[config.mk]
export PLATFORM = sky130hd
export DESIGN_NAME = atri_pps_out_generator
export DESIGN_NICKNAME = d
export VERILOG_FILES = /design/src/rtl/atri_pps_out_generator_pkg.sv /design/src/rtl/atri_pps_out_generator_phase_detect.sv /design/src/rtl/atri_pps_out_generator.sv
export SDC_FILE = /design/constraint.sdc
export NUM_CORES = 1
export LEC_CHECK = 0
export CAP_MARGIN = 25
export CORE_ASPECT_RATIO = 0.8
export CORE_MARGIN = 10
export CORE_UTILIZATION = 45
export DETAILED_ROUTE_END_ITERATION = 16
export GPL_ROUTABILITY_DRIVEN = 0
export GPL_TIMING_DRIVEN = 0
export MAX_ROUTING_LAYER = met4
export PLACE_DENSITY = 0.7
export SKIP_CTS_REPAIR_TIMING = 1
export SYNTH_ARGS = -nofsm -noshare
export SYNTH_HDL_FRONTEND = slang
export SYNTH_HIERARCHICAL = 1
export SYNTH_SLANG_ARGS = --single-unit
[constraint.sdc]
create_clock -name clk_i -period 9.2 [get_ports clk_i]
set_clock_uncertainty 0.15 [all_clocks]
set_input_delay 2.3 -clock clk_i [delete_from_list [all_inputs] [get_ports clk_i]]
set_output_delay 2.3 -clock clk_i [all_outputs]
set_load 0.005 [all_outputs]
[src/rtl/atri_pps_out_generator_pkg.sv]
// Shared PPS definitions: state encodings and default timing constants.
// The PPS input path imports the same package so both ends agree on the
// state numbering reported on state_o and on the nominal second length.
package atri_pps_out_generator_pkg;

  typedef enum logic [1:0] {
    ST_FREERUN  = 2'd0,
    ST_ACQUIRE  = 2'd1,
    ST_LOCKED   = 2'd2,
    ST_HOLDOVER = 2'd3
  } pps_state_e;

  localparam int DEF_PERIOD = 100_000_000;
  localparam int DEF_WINDOW = 1000;

endpackage

[src/rtl/atri_pps_out_generator_phase_detect.sv]
// atri_pps_phase_detect: combinational phase comparison of an incoming PPS
// flag against the local second counter.
//   cnt       : current local counter value (0..PERIOD-1)
//   err       : signed two's-complement phase error, positive = input late
//   in_window : |err| <= WINDOW
module atri_pps_phase_detect #(
  parameter int PERIOD   = atri_pps_out_generator_pkg::DEF_PERIOD,
  parameter int CNT_BITS = 27,
  parameter int WINDOW   = atri_pps_out_generator_pkg::DEF_WINDOW
) (
  input  logic [CNT_BITS-1:0] cnt,
  output logic [CNT_BITS-1:0] err,
  output logic                in_window
);

  localparam logic [CNT_BITS-1:0] LAST   = CNT_BITS'(PERIOD - 1);
  localparam logic [CNT_BITS-1:0] HALF   = CNT_BITS'(PERIOD / 2);
  localparam logic [CNT_BITS-1:0] PER    = CNT_BITS'(PERIOD);
  localparam logic [CNT_BITS-1:0] WIN    = CNT_BITS'(WINDOW);
  localparam logic [CNT_BITS-1:0] WIN_LO = CNT_BITS'(PERIOD - WINDOW);

  logic [CNT_BITS-1:0] d;

  // d is where the counter would be if the flag marked the true second
  // boundary; the upper half of the range folds to negative (early) errors.
  // The window test works on d directly so no signed compare is needed.
  always_comb begin
    d         = (cnt == LAST) ? '0 : cnt + CNT_BITS'(1);
    err       = (d < HALF) ? d : d - PER;
    in_window = (d <= WIN) || (d >= WIN_LO);
  end

endmodule

[src/rtl/atri_pps_out_generator.sv]
// atri_pps_out_generator: regenerates a local 1PPS from clk_i and optionally
// disciplines its phase to the single-cycle flag from the PPS input path,
// with acquire, lock, holdover and free-run behaviour.
//   clk_i       : single clock
//   rst_n_i     : asynchronous active-low reset
//   sync_en_i   : enable disciplining to pps_flag_i
//   pps_flag_i  : single-cycle input PPS flag
//   pps_out_o   : regenerated PPS pulse, PULSE_WIDTH cycles high
//   pps_flag_o  : single-cycle flag on the first cycle of each pulse
//   state_o     : FREERUN=0, ACQUIRE=1, LOCKED=2, HOLDOVER=3
//   locked_o    : high while state_o is LOCKED
//   phase_err_o : signed phase error of the last accepted input flag
module atri_pps_out_generator
  import atri_pps_out_generator_pkg::*;
#(
  parameter int PERIOD       = DEF_PERIOD,
  parameter int PULSE_WIDTH  = 10_000_000,
  parameter int CNT_BITS     = 27,
  parameter int WINDOW       = DEF_WINDOW,
  parameter int LOCK_COUNT   = 4,
  parameter int HOLDOVER_MAX = 8
) (
  input  logic                clk_i,
  input  logic                rst_n_i,
  input  logic                sync_en_i,
  input  logic                pps_flag_i,
  output logic                pps_out_o,
  output logic                pps_flag_o,
  output logic [1:0]          state_o,
  output logic                locked_o,
  output logic [CNT_BITS-1:0] phase_err_o
);

  localparam int GOOD_W = $clog2(LOCK_COUNT + 1);
  localparam int MISS_W = $clog2(HOLDOVER_MAX + 1);

  localparam logic [CNT_BITS-1:0] LAST   = CNT_BITS'(PERIOD - 1);
  localparam logic [CNT_BITS-1:0] WIN_C  = CNT_BITS'(WINDOW);
  localparam logic [CNT_BITS-1:0] PW_C   = CNT_BITS'(PULSE_WIDTH);
  localparam logic [GOOD_W-1:0]   LOCK_G = GOOD_W'(LOCK_COUNT);
  localparam logic [MISS_W-1:0]   HMAX_M = MISS_W'(HOLDOVER_MAX);

  pps_state_e          state, state_n;
  logic [CNT_BITS-1:0] cnt, cnt_n;
  logic                primed, primed_n;
  logic                seen, seen_n;
  logic [GOOD_W-1:0]   good, good_n;
  logic [MISS_W-1:0]   misses, misses_n;
  logic [CNT_BITS-1:0] err;
  logic                in_window;
  logic                flag, check, realign;

  atri_pps_phase_detect #(
    .PERIOD   (PERIOD),
    .CNT_BITS (CNT_BITS),
    .WINDOW   (WINDOW)
  ) u_phase (
    .cnt       (cnt),
    .err       (err),
    .in_window (in_window)
  );

  // Next-state logic. An accepted flag always realigns the counter, and a
  // flag that realigns is by construction on-phase for the new second, so it
  // also marks the second as seen; otherwise the first miss check after
  // acquiring would always fire. A flag landing on the miss-check cycle
  // takes precedence and suppresses the miss.
  always_comb begin
    flag     = sync_en_i & pps_flag_i;
    check    = (cnt == WIN_C);
    realign  = 1'b0;
    state_n  = state;
    good_n   = good;
    misses_n = misses;
    seen_n   = check ? 1'b0 : seen;

    if (!sync_en_i) begin
      state_n = ST_FREERUN;
    end else if (flag) begin
      realign = 1'b1;
      seen_n  = 1'b1;
      case (state)
        ST_FREERUN: begin
          good_n  = GOOD_W'(1);
          state_n = ST_ACQUIRE;
        end
        ST_ACQUIRE: begin
          if (in_window) begin
            good_n = good + GOOD_W'(1);
            if (good + GOOD_W'(1) == LOCK_G) state_n = ST_LOCKED;
          end else begin
            good_n = GOOD_W'(1);
          end
        end
        default: begin
          if (in_window) begin
            state_n = ST_LOCKED;
          end else begin
            good_n  = GOOD_W'(1);
            state_n = ST_ACQUIRE;
          end
        end
      endcase
    end else if (check && !seen) begin
      case (state)
        ST_ACQUIRE: state_n = ST_FREERUN;
        ST_LOCKED: begin
          misses_n = MISS_W'(1);
          state_n  = ST_HOLDOVER;
        end
        ST_HOLDOVER: begin
          misses_n = misses + MISS_W'(1);
          if (misses + MISS_W'(1) == HMAX_M) state_n = ST_FREERUN;
        end
        default: state_n = state;
      endcase
    end

    cnt_n    = (realign || cnt == LAST) ? '0 : cnt + CNT_BITS'(1);
    primed_n = primed | realign | (cnt == LAST);
  end

  // State and counter registers. The pulse outputs are decoded from the
  // next counter value so they line up with cnt while staying registered.
  always_ff @(posedge clk_i or negedge rst_n_i) begin
    if (!rst_n_i) begin
      state       <= ST_FREERUN;
      cnt         <= '0;
      primed      <= 1'b0;
      seen        <= 1'b0;
      good        <= '0;
      misses      <= '0;
      pps_out_o   <= 1'b0;
      pps_flag_o  <= 1'b0;
      locked_o    <= 1'b0;
      phase_err_o <= '0;
    end else begin
      state      <= state_n;
      cnt        <= cnt_n;
      primed     <= primed_n;
      seen       <= seen_n;
      good       <= good_n;
      misses     <= misses_n;
      pps_out_o  <= primed_n && (cnt_n < PW_C);
      pps_flag_o <= primed_n && (cnt_n == '0);
      locked_o   <= (state_n == ST_LOCKED);
      if (flag) phase_err_o <= err;
    end
  end

  assign state_o = state;

endmodule

==> impl_metrics.sql, run 1 <==
INSERT INTO impl_metrics (metric_group, metric, value, unit) VALUES
('synthesis', 'syn-mean-instance-area', '8.74', 'µm²'),
('finish', 'multi_input_gate_area', '0.00324', 'mm²'),
('finish', 'proportion_of_layout_cells_with_a_drive_suffix_above_1', '13.4', '%'),
('drt', 'detail_route.first_pass.iterations', '5', ''),
('synthesis', 'syn-instance-count', '592', ''),
('finish', 'numnets_final', '649', ''),
('sta', 'setup-tns-final', '0', 'ns'),
('grt', 'grt.overflow.total', '0', ''),
('floorplanning', 'die_width', '140', 'µm'),
('synthesis', 'post_synth_num_cell_types', '72', ''),
('finish', 'n_fill_cell', '1017', ''),
('floorplanning', 'pin_count', '36', ''),
('sta', 'grt_setup_unrepaired', 'false', ''),
('synthesis', 'number_of_warnings_printed_during_yosys_synthesis', '6', ''),
('floorplanning', 'dieArea', '0.0162', 'mm²'),
('floorplanning', 'floorplan.rows', '34', ''),
('power', 'power.density_cell_area', '140', 'mW/mm²'),
('synthesis', 'synth_enable_flop_cells', '0', ''),
('sta', 'highest_clock_rate', '0.218', 'GHz'),
('sta', 'timing.final.max_slew_violations', '0', ''),
('clock_network', 'cts-buffers-inserted', '9', ''),
('grt', 'grt_pass1_vias', '4505', ''),
('finish', 'commonest_non_fill_non_tap_cell_in_the_layout', 'sky130_fd_sc_hd__dfrtp_1', ''),
('synthesis', 'synth_top_area_share', '32.9', '%'),
('clock_network', 'count_of_clock_tree_sinks', '68', ''),
('grt', 'grt_pass1_wl', '23.6', 'mm'),
('power', 'power.leakage', '2.49', 'nW'),
('synthesis', 'syn-cell-area', '0.00517', 'mm²'),
('worst_setup_path', 'crit_path_end_kind', 'flip-flop', ''),
('synthesis', 'seq_total_area_yosys', '32.9', '%'),
('outcome', 'run_status', 'complete, no violations', ''),
('drt', 'drt_first_iter_violations', '530', ''),
('worst_setup_path', 'crit_fanout', '13', ''),
('grt', 'number_of_antenna_violations_at_the_first_check_in_global_routing', '0', ''),
('clock_network', 'ctsRootBufferMaster', 'sky130_fd_sc_hd__clkbuf_16', ''),
('drt', 'post_drt_wl_per_cell', '18.1', 'µm'),
('finish', 'syn_to_final_growth', '16.5', '%'),
('flow_run', 'timing.max_cap.violations', '0', ''),
('sta', 'hold_violations', '0', ''),
('grt', 'grt_util_all_layers', '18.1', '%'),
('drt', 'ant_nets', '0', ''),
('clock_network', 'path_clk_slew', '0.06', 'ns'),
('sta', 'tightest_slew', '1.03', 'ns'),
('synthesis', 'dominantRegCellSynth', 'sky130_fd_sc_hd__dfrtp_1', ''),
('sta', 'final.period_utilization', '49.9', '%'),
('synthesis', 'ffs_w_async_s_r_synth', '100', '%'),
('sta', 'final.min_clock_period', '4.59', 'ns'),
('synthesis', 'largest_area_contributor_in_the_synthesized_netlist', 'sky130_fd_sc_hd__dfrtp_1', ''),
('floorplanning', 'fp.dieH', '116', 'µm'),
('floorplanning', 'starting_density', '46.8', '%'),
('grt', 'grt_start_max_net_pins', '69', ''),
('clock_network', 'cts-root-to-sink-buffers', '2', ''),
('drt', 'avgViaCountPerCell', '6.10', ''),
('placed_design', 'port_buffers', '35', ''),
('clock_network', 'cts_htree_levels', '3', ''),
('floorplanning', 'core', '0.0111', 'mm²'),
('placed_design', 'detailed_placement_hpwl', '10.7', 'mm'),
('finish', 'finalInstanceArea', '0.00603', 'mm²'),
('worst_setup_path', 'worst_ep_arrival_time', '4.66', 'ns'),
('drt', 'dr_total_vias', '4797', ''),
('power', 'finalPower', '0.000844', 'W'),
('worst_hold_path', 'hold_path.class', 'flip-flop to flip-flop', ''),
('clock_network', 'tritoncts', 'done', ''),
('finish', 'ff_latch_area', '0.00170', 'mm²'),
('finish', 'antenna_diode_count', '0', ''),
('synthesis', 'synth_top_cells_by_area', 'sky130_fd_sc_hd__dfrtp_1 (33%), sky130_fd_sc_hd__xnor2_1 (6.9%), sky130_fd_sc_hd__mux2_2 (6.3%)', ''),
('worst_setup_path', 'worst_setup_path_start_kind', 'flip-flop', ''),
('drt', 'drt_wl_total', '14.3', 'mm'),
('clock_network', 'clk_latency', '0.34', 'ns'),
('drt', 'drcViolationCount', '0', ''),
('worst_setup_path', 'critical_path_required', '9.27', 'ns'),
('placed_design', 'detailed_place.area', '0.00570', 'mm²'),
('finish', 'layout.cells.most_common_list', 'sky130_fd_sc_hd__dfrtp_1 (68), sky130_fd_sc_hd__nor2_1 (65), sky130_fd_sc_hd__nand2_1 (45)', ''),
('power', 'ir_drop', '0.0962', 'mV'),
('synthesis', 'ys_seq_elements', '68', ''),
('sta', 'final.hold.worst_slack', '0.350', 'ns'),
('sta', 'max-slew-margin-rel', '30.8', '%'),
('synthesis', 'syn_nets', '603', ''),
('sta', 'finalSetupViolCount', '0', ''),
('worst_setup_path', 'setup.worst_path.class', 'flip-flop to flip-flop', '');
registers in the layout, indices dropped and copies added (netlist names):
signal       count
locked_o         1
phase_err_o     27
seen             1
good             3
primed           1
misses           4
cnt             27
pps_flag_o       1
state_o          2
pps_out_o        1
cell type report:
type	instances	area share, %
tap	144	2.99
buffer	34	2.91
inverter	16	0.997
sequential	68	28.2
clock buffer	10	3.97
timing repair buffer	35	5.77
multi-input combinational	474	53.7
clock inverter	6	1.43
metrics by stage:
stage | cells | utilization [%] | setup WS, ns
after floorplan | 592 | - | 5.41
after global placement | 771 | 51.6 | 3.45
after detailed placement | 771 | 51.5 | 4.53
after CTS | 787 | 54.5 | 4.69
after global routing | 787 | 54.5 | 4.32
final | 787 | 54.5 | 4.61
cells in the mapped netlist, types with 4 or more instances:
cell type and count:
sky130_fd_sc_hd__nor4_1 21, sky130_fd_sc_hd__inv_1 16, sky130_fd_sc_hd__nand3b_1 4, sky130_fd_sc_hd__nand2b_1 4
sky130_fd_sc_hd__a22o_1 4, sky130_fd_sc_hd__dfrtp_1 68, sky130_fd_sc_hd__a21oi_1 14, sky130_fd_sc_hd__o21ai_1 4
sky130_fd_sc_hd__or3_1 6, sky130_fd_sc_hd__nand3_1 29, sky130_fd_sc_hd__mux2i_1 5, sky130_fd_sc_hd__clkbuf_1 13
sky130_fd_sc_hd__buf_2 12, sky130_fd_sc_hd__and4_1 8, sky130_fd_sc_hd__a31oi_1 5, sky130_fd_sc_hd__xnor2_1 41
sky130_fd_sc_hd__a211oi_1 5, sky130_fd_sc_hd__and2_1 5, sky130_fd_sc_hd__nor3_1 21, sky130_fd_sc_hd__nand2_1 45
sky130_fd_sc_hd__xor2_1 33, sky130_fd_sc_hd__o21ai_0 16, sky130_fd_sc_hd__o31a_1 5, sky130_fd_sc_hd__and3_1 7
sky130_fd_sc_hd__ha_1 7, sky130_fd_sc_hd__o31ai_1 4, sky130_fd_sc_hd__or4_1 4, sky130_fd_sc_hd__nor2_1 65
sky130_fd_sc_hd__nor4_2 4, sky130_fd_sc_hd__nand4_1 26, sky130_fd_sc_hd__mux2_2 29
cells by family after synthesis:
family,Yosys count,share of synthesized area (%)
AO/OA/AOI/OAI,86,12.1
XOR/XNOR,74,12.5
buffers and inverters,50,4.55
adder cells (fa/ha/maj),7,1.69
AND/OR/NAND/NOR,272,28.7
flip-flops,68,32.9
multiplexers,35,7.50
worst max-delay path, cell delays in order, from the launching register on:
cell and delay, ns:
sky130_fd_sc_hd__dfrtp_1 0.60, sky130_fd_sc_hd__ha_1 0.30, sky130_fd_sc_hd__and4_1 0.21, sky130_fd_sc_hd__buf_2 0.21
sky130_fd_sc_hd__nand4_1 0.35, sky130_fd_sc_hd__nor4_1 0.67, sky130_fd_sc_hd__mux2i_1 0.25, sky130_fd_sc_hd__and3_1 0.37
sky130_fd_sc_hd__o21bai_1 0.24, sky130_fd_sc_hd__o311ai_4 0.25, sky130_fd_sc_hd__nor4_1 0.27, sky130_fd_sc_hd__mux2_1 0.35
sky130_fd_sc_hd__mux2_2 0.26
routing by layer:
metal | vias up | share of wire, % | track usage [%]
met5 | - | 0 | -
li1 | 2251 | - | -
met2 | 200 | 43 | 26.8
met4 | 0 | 1.3 | 5.36
met3 | 17 | 9.2 | 5.36
met1 | 2329 | 46 | 23.5
report_power, final:
part	switching, W	internal [W]	leakage [nW]
sequential	0.0000259	0.000318	0.909
clock	0.000133	0.000244	0.159
combinational	0.0000639	0.0000585	1.43
final timing paths:
| check | from | end | slack, ns | cells after the start |
|---|---|---|---|---|
| max | cnt[0]$_DFF_PN0_ | phase_err_o[15]$_DFFE_PN0P_ | 4.61 | 12 |
| min | primed$_DFF_PN0_ | primed$_DFF_PN0_ | 0.35 | 1 |
| max reg2reg | cnt[0]$_DFF_PN0_ | phase_err_o[15]$_DFFE_PN0P_ | 4.61 | 12 |
| min reg2reg | primed$_DFF_PN0_ | primed$_DFF_PN0_ | 0.35 | 1 |
| max in group asynchronous | rst_n_i | phase_err_o[11]$_DFFE_PN0P_ | 6.41 | 1 |
| min in group asynchronous | rst_n_i | state_o[1]$_DFF_PN0_ | 1.91 | 1 |
No activity file was read; power rests on OpenSTA's default activity.
==> run 2, diff against run 1 <==
--- a/config.mk
+++ b/config.mk
@@ -13,7 +13,7 @@
 export GPL_ROUTABILITY_DRIVEN = 0
 export GPL_TIMING_DRIVEN = 0
 export MAX_ROUTING_LAYER = met4
-export PLACE_DENSITY = 0.7
+export PLACE_DENSITY = 0.72
 export SKIP_CTS_REPAIR_TIMING = 1
 export SYNTH_ARGS = -nofsm -noshare
 export SYNTH_HDL_FRONTEND = slang
==> constraint.sdc (replaced) <==
create_clock -name clk_i -period 3.74 [get_ports clk_i]
set_clock_uncertainty 0.15 [all_clocks]
set_input_delay 0.935 -clock clk_i [delete_from_list [all_inputs] [get_ports clk_i]]
set_output_delay 0.935 -clock clk_i [all_outputs]
set_load 0.005 [all_outputs]
==> run 2 against run 1 <==
The run now ends with negative setup slack left. Non-clock buffer count rose by 50. Final area rose by 14%. Flip-flop and latch count unchanged. Critical path depth decreased by 1. Wire length increased by 14%. Die area did not move. Power increased to 2.6 times the previous value. Register-to-register slack got worse by 4.8 ns. Setup slack lost 4.8 ns. Count of clock-buffer cells in the layout decreased by 1.
==> impl_metrics.sql, run 2 (same netlist as run 1, synthesis figures left out) <==
INSERT INTO impl_metrics (metric_group, metric, value, unit) VALUES
('sta', 'setup-tns-final', '-1.11', 'ns'),
('sta', 'final.hold.worst_slack', '0.355', 'ns'),
('outcome', 'run_status', 'complete, but fails checks', ''),
('sta', 'layout_setup_ws', '-0.187', 'ns'),
('floorplanning', 'dieArea', '0.0162', 'mm²'),
('finish', 'n_fill_cell', '853', ''),
('worst_setup_path', 'r2r_cells', '11', ''),
('worst_setup_path', 'setup.worst_path.class', 'flip-flop to flip-flop', ''),
('drt', 'drcViolationCount', '0', ''),
('sta', 'hold_violations', '0', ''),
('worst_setup_path', 'crit_path_top_delay_cell', 'sky130_fd_sc_hd__dfrtp_2', ''),
('floorplanning', 'floorplan.rows', '34', ''),
('placed_design', 'port_buffers', '35', ''),
('worst_setup_path', 'crit_path_end_kind', 'flip-flop', ''),
('clock_network', 'cts-root-to-sink-buffers', '2', ''),
('sta', 'final.min_clock_period', '3.93', 'ns'),
('finish', 'syn_to_final_growth', '32.3', '%'),
('grt', 'grt.overflow.total', '0', ''),
('finish', 'reg_top3', 'cnt x27, phase_err_o x27, misses x4', ''),
('worst_setup_path', 'critical-path-top-cell-by-count', 'sky130_fd_sc_hd__buf_4', ''),
('sta', 'timing.final.max_slew_violations', '0', ''),
('placed_design', 'place.detailed.instances', '771', ''),
('clock_network', 'clk_latency', '0.34', 'ns'),
('finish', 'ff_latch_area', '0.00172', 'mm²'),
('worst_setup_path', 'worst_setup_path_start_kind', 'flip-flop', ''),
('power', 'power.leakage', '2.97', 'nW'),
('sta', 'grt_setup_unrepaired', 'true', ''),
('finish', 'layout.cells.most_common_list', 'sky130_fd_sc_hd__nor2_1 (60), sky130_fd_sc_hd__dfrtp_1 (56), sky130_fd_sc_hd__buf_4 (49)', ''),
('clock_network', 'path_clk_slew', '0.06', 'ns'),
('sta', 'final.period_utilization', '105', '%'),
('finish', 'commonest_non_fill_non_tap_cell_in_the_layout', 'sky130_fd_sc_hd__nor2_1', ''),
('floorplanning', 'core', '0.0111', 'mm²'),
('finish', 'antenna_diode_count', '0', ''),
('sta', 'max-slew-margin-rel', '38.7', '%'),
('placed_design', 'dp_worst_setup_slack', '-0.703', 'ns'),
('finish', 'layout.core_utilization', '61.9', '%'),
('drt', 'avgViaCountPerCell', '6.26', ''),
('worst_setup_path', 'crit_fanout', '13', ''),
('drt', 'post_drt_wl_per_cell', '19.4', 'µm'),
('outcome', 'violated_checks', 'negative setup slack', ''),
('drt', 'dr_total_vias', '5237', ''),
('sta', 'tightest_slew', '0.913', 'ns'),
('floorplanning', 'pin_count', '36', ''),
('drt', 'met2RoutedLength', '7.37', 'mm'),
('drt', 'top_layer_used', 'met4', ''),
('worst_setup_path', 'worst_ep_arrival_time', '4.00', 'ns'),
('drt', 'wl_met3', '1.52', 'mm'),
('grt', 'grt_pass1_wl', '23.6', 'mm'),
('finish', 'multi_input_gate_area', '0.00353', 'mm²'),
('finish', 'fin_cells', '836', ''),
('drt', 'drt_wl_total', '16.2', 'mm'),
('power', 'power.density_cell_area', '327', 'mW/mm²'),
('grt', 'grt_pass1_vias', '4547', ''),
('grt', 'number_of_antenna_violations_at_the_first_check_in_global_routing', '0', ''),
('grt', 'grt_start_max_net_pins', '69', ''),
('clock_network', 'count_of_clock_tree_sinks', '68', ''),
('clock_network', 'ctsRootBufferMaster', 'sky130_fd_sc_hd__clkbuf_16', ''),
('grt', 'grt_util_all_layers', '18.1', '%'),
('drt', 'drt_first_iter_violations', '694', ''),
('floorplanning', 'starting_density', '46.8', '%'),
('flow_run', 'timing.max_cap.violations', '0', ''),
('clock_network', 'cts_htree_levels', '3', ''),
('finish', 'numnets_final', '699', ''),
('clock_network', 'cts-buffers-inserted', '9', ''),
('drt', 'ant_nets', '0', ''),
('floorplanning', 'fp.dieH', '116', 'µm'),
('worst_setup_path', 'maximum_cell_stage_delay_along_the_critical_path', '0.51', 'ns'),
('worst_hold_path', 'hold_path.class', 'flip-flop to flip-flop', ''),
('power', 'ir_drop', '0.235', 'mV'),
('floorplanning', 'die_width', '140', 'µm'),
('worst_setup_path', 'critical_path_required', '3.81', 'ns'),
('worst_hold_path', 'min_delay_path_depth', '1', ''),
('sta', 'finalSetupViolCount', '18', ''),
('worst_setup_path', 'worstPathCellList', 'nand4_1, nor4_4, buf_4, xnor2_1, or4_4, buf_4, nor3_1, a21oi_1, nor3b_1, xor2_1, mux2_4', ''),
('sta', 'highest_clock_rate', '0.255', 'GHz'),
('finish', 'proportion_of_layout_cells_with_a_drive_suffix_above_1', '26.9', '%'),
('clock_network', 'tritoncts', 'done', ''),
('drt', 'detail_route.first_pass.iterations', '6', ''),
('placed_design', 'detailed_placement_hpwl', '10.6', 'mm'),
('drt', 'length_of_routed_wiring_on_met1', '7.03', 'mm');
[run 2: final timing paths]
check                                             from                          end  slack (ns)
hold / removal             phase_err_o[17]$_DFFE_PN0P_  phase_err_o[17]$_DFFE_PN0P_        0.35
setup / recovery                     cnt[12]$_DFF_PN0_  phase_err_o[21]$_DFFE_PN0P_       -0.19
max in group asynchronous                      rst_n_i            cnt[26]$_DFF_PN0_        2.25
hold reg to reg            phase_err_o[17]$_DFFE_PN0P_  phase_err_o[17]$_DFFE_PN0P_        0.35
setup reg to reg                     cnt[12]$_DFF_PN0_  phase_err_o[21]$_DFFE_PN0P_       -0.19
min in group asynchronous                      rst_n_i        misses[2]$_DFFE_PN0P_        0.55
[run 2: metrics by stage]
step / area, µm² / total power (W)
floorplan: 5190 / 0.00103
global route: 6840 / 0.00231
CTS: 6080 / 0.00222
detailed placement: 5720 / 0.00116
global placement: 5720 / 0.00114
finish: 6840 / 0.00223
[run 2: where the power goes]
part | total (W) | internal (W) | switching (W)
clock | 0.00106 | 0.000717 | 0.000340
sequential | 0.000852 | 0.000784 | 0.0000676
combinational | 0.000325 | 0.000159 | 0.000165
total | 0.00223 | 0.00166 | 0.000573
[run 2: per-layer routing]
layer | track usage [%] | vias up
li1 | - | 2349
met1 | 23.8 | 2566
met2 | 26.4 | 283
met3 | 5.27 | 39
met4 | 5.70 | 0
met5 | - | -
[run 2: cell type report]
cell class	instances	area share (%)
well taps	144	2.63
flip-flops and latches	68	25.1
plain buffers	33	3.02
multi-input cells	474	51.7
inverters	16	0.878
clock buffers	9	3.29
clock inverters	6	2.01
repair buffers	86	11.4
[run 2: critical path, delay by kind of cell, from the launching register on]
kind                   cells  cell delay, ns
XOR/XNOR                   2            0.32
flip-flops                 1            0.51
buffers and inverters      2            0.36
AO/OA/AOI/OAI              1            0.25
multiplexers               1            0.28
AND/OR/NAND/NOR            5            1.95
==> run 3, diff against run 2 <==
--- a/config.mk
+++ b/config.mk
@@ -6,7 +6,6 @@
 export NUM_CORES = 1
 export LEC_CHECK = 0
 export CAP_MARGIN = 25
-export CORE_ASPECT_RATIO = 0.8
 export CORE_MARGIN = 10
 export CORE_UTILIZATION = 45
 export DETAILED_ROUTE_END_ITERATION = 16
==> run 3 against run 2 <==
The flow still finishes with violations (negative setup slack). Die area fell by 0.17%. Largest power group unchanged. Clock power shrank 6%. First-iteration DRC count decreased by 13%. Combinational power grew 4%. Via count down 5.3%. Core utilization shrank 2.8 points. Non-clock buffer count fell by 9. Count of clock-buffer cells in the layout unchanged. Wire length shrank 9.9%. Flip-flop and latch count is the same.
==> impl_metrics.sql, run 3 (same netlist as run 1, synthesis figures left out) <==
INSERT INTO impl_metrics (metric_group, metric, value, unit) VALUES
('outcome', 'run_status', 'complete, but fails checks', ''),
('outcome', 'violated_checks', 'negative setup slack', ''),
('placed_design', 'port_buffers', '35', ''),
('drt', 'drt_first_iter_violations', '601', ''),
('sta', 'layout_setup_ws', '-0.144', 'ns'),
('sta', 'max-slew-margin-rel', '28.9', '%'),
('finish', 'reg_top3', 'cnt x27, phase_err_o x27, misses x4', ''),
('power', 'power.density_cell_area', '326', 'mW/mm²'),
('floorplanning', 'pin_count', '36', ''),
('worst_setup_path', 'worst_ep_arrival_time', '3.97', 'ns'),
('sta', 'final.period_utilization', '104', '%'),
('drt', 'detail_route.first_pass.iterations', '7', ''),
('grt', 'grt_pass1_wl', '22.1', 'mm'),
('grt', 'globalRouteMet1Util', '19.3', '%'),
('grt', 'grt_util_all_layers', '16.7', '%'),
('clock_network', 'clk_latency', '0.34', 'ns'),
('worst_setup_path', 'r2r_slack', '-0.14', 'ns'),
('placed_design', 'detailed_placement_hpwl', '9.72', 'mm'),
('grt', 'number_of_antenna_violations_at_the_first_check_in_global_routing', '0', ''),
('flow_run', 'timing.max_cap.violations', '0', ''),
('sta', 'finalSetupViolCount', '11', ''),
('power', 'power_report.internal_total', '0.00161', 'W'),
('floorplanning', 'fp.dieH', '127', 'µm'),
('clock_network', 'cts-buffers-inserted', '9', ''),
('sta', 'setup-tns-final', '-0.451', 'ns'),
('clock_network', 'tritoncts', 'done', ''),
('sta', 'tightest_slew', '1.06', 'ns'),
('worst_setup_path', 'worst_setup_path_start_kind', 'flip-flop', ''),
('drt', 'dr_total_vias', '4957', ''),
('grt', 'grtUsageMet2', '27.1', '%'),
('worst_setup_path', 'critical_path_required', '3.83', 'ns'),
('worst_setup_path', 'maximum_cell_stage_delay_along_the_critical_path', '0.50', 'ns'),
('power', 'ir_drop', '0.215', 'mV'),
('finish', 'fin_cells', '827', ''),
('finish', 'antenna_diode_count', '0', ''),
('worst_setup_path', 'crit_path_end_kind', 'flip-flop', ''),
('worst_setup_path', 'crit_path_top_delay_cell', 'sky130_fd_sc_hd__or4b_4', ''),
('clock_network', 'ctsRootBufferMaster', 'sky130_fd_sc_hd__clkbuf_16', ''),
('power', 'combPwrFrac', '15.5', '%'),
('worst_setup_path', 'crit_fanout', '4', ''),
('worst_setup_path', 'critical-path-top-cell-by-count', 'sky130_fd_sc_hd__o21ai_1', ''),
('floorplanning', 'floorplan.rows', '39', ''),
('floorplanning', 'dieArea', '0.0162', 'mm²'),
('drt', 'avgViaCountPerCell', '5.99', ''),
('sta', 'timing.final.max_slew_violations', '0', ''),
('power', 'finalPower', '0.00218', 'W'),
('floorplanning', 'die_width', '127', 'µm'),
('finish', 'numnets_final', '690', ''),
('clock_network', 'cts-root-to-sink-buffers', '2', ''),
('sta', 'final.min_clock_period', '3.88', 'ns'),
('clock_network', 'cts_htree_levels', '3', ''),
('finish', 'proportion_of_layout_cells_with_a_drive_suffix_above_1', '25.1', '%'),
('worst_setup_path', 'worstPathCellList', 'buf_6, or4b_4, or4_4, or3_4, buf_8, a211oi_2, o21ai_1, a41o_1, a31oi_1, o21ai_1, a21o_1, or3b_4, o211a_1, nor2b_1', ''),
('worst_setup_path', 'setup.worst_path.class', 'flip-flop to flip-flop', ''),
('sta', 'hold_violations', '0', ''),
('power', 'p_sw', '0.000575', 'W'),
('placed_design', 'place.detailed.instances', '770', ''),
('finish', 'n_fill_cell', '927', ''),
('power', 'power.leakage', '2.85', 'nW'),
('floorplanning', 'starting_density', '45.7', '%'),
('grt', 'grt_start_max_net_pins', '69', ''),
('grt', 'grt_pass1_vias', '4571', ''),
('drt', 'ant_nets', '0', ''),
('worst_hold_path', 'hold_path.class', 'flip-flop to flip-flop', ''),
('grt', 'grtUsageMet3', '3.72', '%'),
('finish', 'syn_to_final_growth', '29.3', '%'),
('finish', 'layout.cells.most_common_list', 'sky130_fd_sc_hd__nor2_1 (60), sky130_fd_sc_hd__dfrtp_1 (55), sky130_fd_sc_hd__nand2_1 (45)', ''),
('finish', 'commonest_non_fill_non_tap_cell_in_the_layout', 'sky130_fd_sc_hd__nor2_1', ''),
('floorplanning', 'core', '0.0113', 'mm²'),
('clock_network', 'count_of_clock_tree_sinks', '68', ''),
('grt', 'grt.overflow.total', '0', ''),
('drt', 'drt_wl_total', '14.6', 'mm'),
('grt', 'globalRoute.busiestLayer', 'met2', ''),
('finish', 'finalInstanceArea', '0.00669', 'mm²'),
('sta', 'highest_clock_rate', '0.257', 'GHz'),
('sta', 'grt_setup_unrepaired', 'true', ''),
('power', 'p_sw_share', '26.3', '%'),
('drt', 'post_drt_wl_per_cell', '17.7', 'µm'),
('power', 'pwr-share-seq', '38.8', '%'),
('clock_network', 'path_clk_slew', '0.06', 'ns'),
('power', 'share_clk_of_total_power', '45.7', '%'),
('drt', 'drcViolationCount', '0', ''),
('placed_design', 'detailed_place.area', '0.00571', 'mm²');
## run 3: changes by cell type in the layout (fill, tap and decap cells not counted), sizes merged
cell      previous run  this run
clkbuf              29        26
buf                 65        59
bufinv               4         3
inv                 16        17
clkinvlp             0         1
## run 3: through the flow
stage / hold WS, ns / setup WS [ns] / util (%)
6_report: 0.350 / -0.144 / 59.1
5_1_grt: 0.367 / -0.190 / 59.1
4_1_cts: 0.346 / -0.563 / 53.6
3_5_place_dp: 0.330 / -0.536 / 50.5
3_3_place_gp: 0.334 / -0.625 / 50.5
2_1_floorplan: 0.313 / 0.00282 / -
## run 3: path summary, 6_finish.rpt
| check | from | depth (start not counted) | endpoint |
|---|---|---|---|
| max | cnt[9]$_DFF_PN0_ | 14 | locked_o$_DFF_PN0_ |
| min | primed$_DFF_PN0_ | 1 | primed$_DFF_PN0_ |
| max reg2reg | cnt[9]$_DFF_PN0_ | 14 | locked_o$_DFF_PN0_ |
| min reg2reg | primed$_DFF_PN0_ | 1 | primed$_DFF_PN0_ |
| max in group asynchronous | rst_n_i | 1 | cnt[19]$_DFF_PN0_ |
| min in group asynchronous | rst_n_i | 1 | phase_err_o[0]$_DFFE_PN0P_ |
## run 3: layout make-up
class | count | area (µm²) | share of cell area, %
buffer | 33 | 199 | 2.97
clock buffer | 9 | 225 | 3.37
clock inverter | 7 | 124 | 1.85
inverter | 16 | 60.1 | 0.898
multi-input combinational | 474 | 3480 | 52.1
sequential | 68 | 1720 | 25.7
tap | 143 | 179 | 2.67
timing repair buffer | 77 | 702 | 10.5
## run 3: worst max-delay path: cells and delay by family (launching register included)
| family | cells | cell delay, ns |
|---|---|---|
| flip-flops | 1 | 0.43 |
| AND/OR/NAND/NOR | 5 | 1.59 |
| AO/OA/AOI/OAI | 7 | 1.34 |
| buffers and inverters | 2 | 0.27 |
## run 3: power by group through the flow
stage	registers (W)	logic, W	clock network, W
finish	0.000846	0.000339	0.000998
CTS	0.000845	0.000301	0.00102
global placement	0.000854	0.000289	0
global route	0.000855	0.000377	0.00104
detailed placement	0.000856	0.000296	0
floorplan	0.000844	0.000181	0
## run 3: metal layers
metal	wire length [µm]	share of wire, %
met4	493	3.4
met3	841	5.7
met2	7170	49
met5	0	0
met1	6150	42
